[config.mk]
export PLATFORM = sky130hd
export DESIGN_NAME = stop_watch_ctrl
export DESIGN_NICKNAME = d
export VERILOG_FILES = /design/src/rtl/stop_watch_ctrl.sv
export SDC_FILE = /design/constraint.sdc
export NUM_CORES = 1
export LEC_CHECK = 0
export CAP_MARGIN = 20
export CORE_MARGIN = 8
export CORE_UTILIZATION = 60
export CTS_CLUSTER_DIAMETER = 150
export CTS_CLUSTER_SIZE = 25
export DETAILED_ROUTE_END_ITERATION = 6
export DONT_BUFFER_PORTS = 1
export PLACE_DENSITY = 0.75
export SYNTH_ARGS = -nofsm -noshare
export SYNTH_HDL_FRONTEND = slang
export SYNTH_SLANG_ARGS = --single-unit
[constraint.sdc]
create_clock -name clk -period 1.7 [get_ports clk]
set_input_delay 0.34 -clock clk [delete_from_list [all_inputs] [get_ports clk]]
set_output_delay 0.34 -clock clk [all_outputs]
set_load 0.05 [all_outputs]
[src/rtl/stop_watch_ctrl.sv]
// Start/stop and lap/reset sequencer for the 3-digit BCD stopwatch, with button lockout and lap freeze.
// Optional macro AUTO_STOP_EN: stop at 999 instead of letting the datapath wrap.
module stop_watch_ctrl #(
  parameter int DW      = 4,
  parameter int LOCKOUT = 16
) (
  input  logic          clk,
  input  logic          reset_n,
  input  logic          btn_ss,
  input  logic          btn_lr,
  input  logic [DW-1:0] d2,
  input  logic [DW-1:0] d1,
  input  logic [DW-1:0] d0,
  output logic          go,
  output logic          clr,
  output logic [DW-1:0] q2,
  output logic [DW-1:0] q1,
  output logic [DW-1:0] q0,
  output logic          running,
  output logic          lap_act
);

  localparam int CW = (LOCKOUT > 0) ? $clog2(LOCKOUT + 1) : 1;

  typedef enum logic [1:0] {IDLE, RUN, LAP, PAUSE} state_t;

  state_t        state;
  logic [DW-1:0] lap2, lap1, lap0;
  logic [CW-1:0] lock_cnt;
  logic          clr_reg;
  logic          unlocked, ev_ss, ev_lr, auto_stop;

  // start/stop wins a simultaneous press; the lap/reset pulse is simply lost
  assign unlocked = (lock_cnt == '0);
  assign ev_ss    = btn_ss && unlocked;
  assign ev_lr    = btn_lr && !btn_ss && unlocked;

`ifdef AUTO_STOP_EN
  assign auto_stop = ((state == RUN) || (state == LAP)) &&
                     (d2 == DW'(9)) && (d1 == DW'(9)) && (d0 == DW'(9));
`else
  assign auto_stop = 1'b0;
`endif

  always_ff @(posedge clk) begin
    if (!reset_n) begin
      state    <= IDLE;
      lap2     <= '0;
      lap1     <= '0;
      lap0     <= '0;
      lock_cnt <= '0;
      clr_reg  <= 1'b1;
    end else begin
      clr_reg <= 1'b0;
      // an auto-stop is not a button event, so it leaves the lockout alone
      if (!auto_stop && (ev_ss || ev_lr))
        lock_cnt <= CW'(LOCKOUT);
      else if (!unlocked)
        lock_cnt <= lock_cnt - CW'(1);

      if (auto_stop) begin
        state <= PAUSE;
      end else if (ev_ss) begin
        case (state)
          IDLE:    state <= RUN;
          RUN:     state <= PAUSE;
          LAP:     state <= PAUSE;
          PAUSE:   state <= RUN;
          default: state <= IDLE;
        endcase
      end else if (ev_lr) begin
        case (state)
          IDLE: begin
            state   <= IDLE;
            clr_reg <= 1'b1;
          end
          RUN: begin
            state <= LAP;
            lap2  <= d2;
            lap1  <= d1;
            lap0  <= d0;
          end
          LAP: state <= RUN;
          PAUSE: begin
            state   <= IDLE;
            clr_reg <= 1'b1;
          end
          default: state <= IDLE;
        endcase
      end
    end
  end

  assign go      = (state == RUN) || (state == LAP);
  assign running = go;
  assign lap_act = (state == LAP);
  assign clr     = clr_reg;

  assign q2 = lap_act ? lap2 : d2;
  assign q1 = lap_act ? lap1 : d1;
  assign q0 = lap_act ? lap0 : d0;

endmodule

== Word level (Yosys, flattened, before mapping) ==
Cells that the tools add are included.
Operators by class
  reductions and logical operators: 13
  shift-type cells: 0
  multiplexer cells: 12
  div/mod/pow operators: 0
  equal/unequal tests: 4
  $add $sub $neg: 1
  order comparisons: 0
  multipliers: 0
  bitwise operators: 2
Operators with widths (number)
  4-bit 2-to-1 mux: 3
  5-bit 2-to-1 mux: 2
  2-bit case mux with 3 select lines: 1
  2-bit OR reduction: 3
  5-bit logical NOT: 1
  5-bit by 1-bit subtractor with 5-bit output, second input constant: 1
  2-bit == test, second input constant: 2
  2-bit 2-to-1 mux: 2
  2-bit case mux with 2 select lines: 1
  1-bit logical AND: 3
  1-bit 2-to-1 mux: 3
  3-bit AND reduction: 1
  2-bit by 1-bit == test with 1-bit output, second input constant: 1
  2-bit logical NOT: 1
  1-bit logical OR: 2
  2-bit by 1-bit inequality test with 1-bit output, second input constant: 1
  1-bit inverter: 2
  2-bit nonzero test: 1
  1-bit logical NOT: 1
Storage, ports and cells
  word-level logic and storage cells: 39
  RAM bits: 0
  memories: 0
  output and inout port bits: 16
  bits in read-only memories: 0
  latch bits: 0
  input port bits: 16
  bits in registers: 20

== Depth between registers and ports, before layout ==
  depth in word-level cells: 5
  depth in mapped cells: 7
  gate-level depth less buffers: 5

== Worst setup path before layout ==
No wires, ideal clock.
  kind: register to output
  from: register state[0]
  to: output port q0[0]
  stages on the path, launching flop included: 5
  buffers on the path: 1
  data required time: 1.360 ns
  arrival: 1.780 ns
  setup slack: -0.420 ns
  path through: dfxtp_1 inv_1 ha_1 buf_1 mux2_2
Between the ends
  cells in the longest elaborated chain, start to end: 2
RTL lines
  start, declared: RTL line 27  | state_t state;
  start signal, assigned: RTL line 47  | state <= IDLE;
  start signal, assigned: RTL line 62  | state <= PAUSE;
  start signal, assigned: RTL line 65  | IDLE: state <= RUN;
  2-bit == test: RTL line 96  | assign lap_act = (state == LAP);
  named net lap_act: RTL line 20  | output logic lap_act
  4-bit 2-to-1 mux: RTL line 101  | assign q0 = lap_act ? lap0 : d0;
  end, declared: RTL line 18  | output logic [DW-1:0] q0,
The timed path passes the listed nets, and every way through them passes these cells.

== Final worst setup path ==
  from: register state[0]
  to: output port q1[1]
Between the ends
  cells in the longest elaborated chain, start to end: 2
RTL lines
  2-bit == test: RTL line 96
  4-bit 2-to-1 mux: RTL line 100  | assign q1 = lap_act ? lap1 : d1;
  end, declared: RTL line 17  | output logic [DW-1:0] q1,
Every way passes these cells.

==> results.py <==
metrics = {
    "floorplanning": {
        "row_count": 15,
        "num_io_pins": 32,
        "die_x_um": 58.0,
        "core-area_um2": 1690,
        "initial_utilization": 0.626,
        "dieHeight_um": 58.0,
        "fp.dieArea_um2": 3360,
    },
    "worst_setup_path": {
        "r2r_cells": 6,
        "critPathCapture": "q1[1]",
        "critPathMaxFanout": 7,
        "end_kind": "output port",
        "start_kind": "flop",
        "crit_arrival_ns": 1.40,
        "r2r_setup_slack_ns": 0.17,
        "reg2reg_to": "lap0[2]$_SDFFE_PN0P_",
        "r2r_start": "lock_cnt[0]$_SDFFE_PP0P_",
        "required_ns": 1.36,
        "crit_type": "flop to output port",
        "cp-startpoint": "state[0]$_SDFFE_PN0P_",
    },
    "global_routing": {
        "grt_pass1_vias": 795,
        "gr-usage-all-layers": 0.135,
        "globalRoute.totalOverflow": 0,
        "grt_pass1_wl_um": 3560,
        "antenna_found_initial": 0,
        "grt_max_degree": 33,
    },
    "clock_tree": {
        "cts_max_level": 1,
        "clk_path_buf_depth": 2,
        "numCtsBuffers": 3,
        "cts_root_buffer": "clkbuf_4",
        "cts_sinks": 20,
        "clk_pin_slew_ns": 0.11,
        "clk-insertion-delay-late_ns": 0.30,
        "cts_tree": "built",
    },
    "routing": {
        "routed_wl_um": 2260,
        "via_per_inst": 5.84,
        "antenna_left": 0,
        "dr.pass1.iters": 5,
        "wl_per_cell_um": 16.6,
        "routed-via-count": 794,
        "wl_met2_um": 1170,
        "dr.max_layer_used": "met4",
        "wl_met1_um": 806,
        "drc_errors": 0,
        "routed-wl-met3_um": 245,
        "drtIter0Drc": 16,
    },
    "synth": {
        "yosysWarnings": 0,
        "syn_avg_cell_area_um2": 9.27,
        "async_flop_share": 0,
        "netlist_instances": 114,
        "ys.flop_type": "dfxtp_1",
        "yosys.cell_types.count": 28,
        "ys_seq_elements": 20,
        "syn_area_um2": 1060,
        "yosysSeqAreaShare": 0.379,
        "syn_nets": 133,
        "synth_edf_count": 0,
    },
    "finish": {
        "drive_above_1_share": 0.252,
        "top_register": "lock_cnt",
        "area_growth_pct": 16.0,
        "fin_nets": 139,
        "final_cells": 136,
        "final_core_util": 0.726,
        "fin_area_um2": 1230,
        "largest_reg_flops": 5,
        "num_antenna_cells": 0,
    },
    "sta": {
        "max_freq_mhz": 576,
        "setup_ws_ns": -0.0370,
        "slew_headroom": 0.669,
        "finalSetupViolations": 12,
        "fin_crit_sh": 1.02,
        "tightest_slew_ns": 0.495,
        "maxSlewViolCount": 0,
        "rsz0062_at_grt": "yes",
        "hold_viol": 0,
        "period_needed_ns": 1.74,
        "fin_skew_ns": 0.00896,
    },
    "pwr": {
        "power_mw": 2.26,
        "p_sw_mw": 1.00,
        "p_per_area_nw_per_um2": 1840,
        "p_leak_nw": 0.509,
        "switching_share": 0.443,
        "vdd_ir_drop_max_v": 0.00119,
        "p_int_mw": 1.26,
        "pwr-share-clk": 0.119,
        "pwr-share-comb": 0.584,
        "p_seq_frac": 0.297,
    },
    "place": {
        "port_buffers": 0,
        "dpl-instance-area_um2": 1090,
        "place_ws_ns": 0.167,
        "dp.final_hpwl_um": 1610,
        "place.gp.congestion": 0.769,
        "place_inst": 128,
    },
    "run_status": {
        "violations": "setup timing",
        "outcome": "finished with violations",
    },
    "hold_path": {
        "hold_path_class": "input port to flop",
    },
    "job": {
        "max-cap-violations": 0,
    },
}
==> cells in the final DEF, fill, tap and decap left out, drive strengths merged <==
master,instances
nand2,27
dfxtp,20
mux2,12
mux2i,12
buf,8
inv,6
nor2,4
clkbuf,4
and3,3
ha,3
o21ai,2
a21oi,2
nand2b,2
o21a,2
a21boi,2
nor4b,1
nor2b,1
or4b,1
o41ai,1
or3b,1
a22oi,1
o22ai,1
nor3,1
xnor2,1
nand3,1
==> power by group through the flow <==
stage	Sequential [mW]	Combinational [mW]	Clock, mW
after global placement	0.667	1.15	0
after floorplan	0.654	0.981	0
after global routing	0.682	1.41	0.296
final	0.669	1.32	0.268
after CTS	0.669	1.33	0.274
after detailed placement	0.673	1.17	0
==> per-stage QoR <==
stage	hold slack, ns	TNS (ns)
2_1_floorplan	0.431	-0.101
3_3_place_gp	0.410	0
3_5_place_dp	0.414	0
4_1_cts	0.0969	-0.431
5_1_grt	0.0873	-0.872
6_report	0.0983	-0.394
==> worst min-delay path by stage <==
| stage | from | to | slack, ns | cells after the start |
|---|---|---|---|---|
| 2_1_floorplan | lap0[0]$_SDFFE_PN0P_ | lap0[0]$_SDFFE_PN0P_ | 0.43 | 2 |
| 3_3_place_gp | reset_n | clr$_SDFF_PN1_ | 0.41 | 1 |
| 3_5_place_dp | reset_n | clr$_SDFF_PN1_ | 0.41 | 1 |
| 4_1_cts | reset_n | clr$_SDFF_PN1_ | 0.1 | 1 |
| 5_1_grt | reset_n | clr$_SDFF_PN1_ | 0.09 | 1 |
| 6_report | reset_n | clr$_SDFF_PN1_ | 0.1 | 1 |
==> worst max-delay path: stages (launching register included) <==
cell and delay [ns]:
dfxtp_2 0.35, inv_2 0.05, ha_4 0.17, buf_8 0.14, mux2_4 0.39
==> cells in the mapped netlist, drive strengths merged (3+ instances only) <==
| master | instances | area (um2) |
|---|---|---|
| buf | 4 | 42.5 |
| nor2 | 4 | 15.0 |
| dfxtp | 20 | 400 |
| clkbuf | 3 | 11.3 |
| mux2 | 12 | 135 |
| ha | 3 | 37.5 |
| nand2 | 27 | 101 |
| mux2i | 12 | 120 |
| and3 | 3 | 18.8 |
| inv | 6 | 22.5 |
==> repair_timing <==
item                       4_1_cts  5_1_grt
hold buffers                     0        0
setup endpoints to repair       12       12
gates resized for setup         17        0
buffers inserted                 4        0
pin swaps                        1        0
==> kinds of logic after synthesis <==
family	Yosys count	synth area share
compound gates	11	0.0686
xor+xnor	1	0.00829
fa+ha+maj	3	0.0355
buf+inv	13	0.0722
flops	20	0.379
mux	24	0.241
simple gates	42	0.195
==> layer usage <==
metal	vias to the layer above	track usage
li1	392	-
met1	370	0.130
met2	27	0.237
met3	5	0.0773
met4	0	0.0420
met5	-	0
==> cell type report <==
type	count	area (um2)
well taps	17	21.3
fillers	116	463
clock buffers	4	36.3
repair buffers	8	105
flip-flops and latches	20	403
inverters	6	22.5
multi-input cells	81	638
No activity file was read; power rests on OpenSTA's default activity.
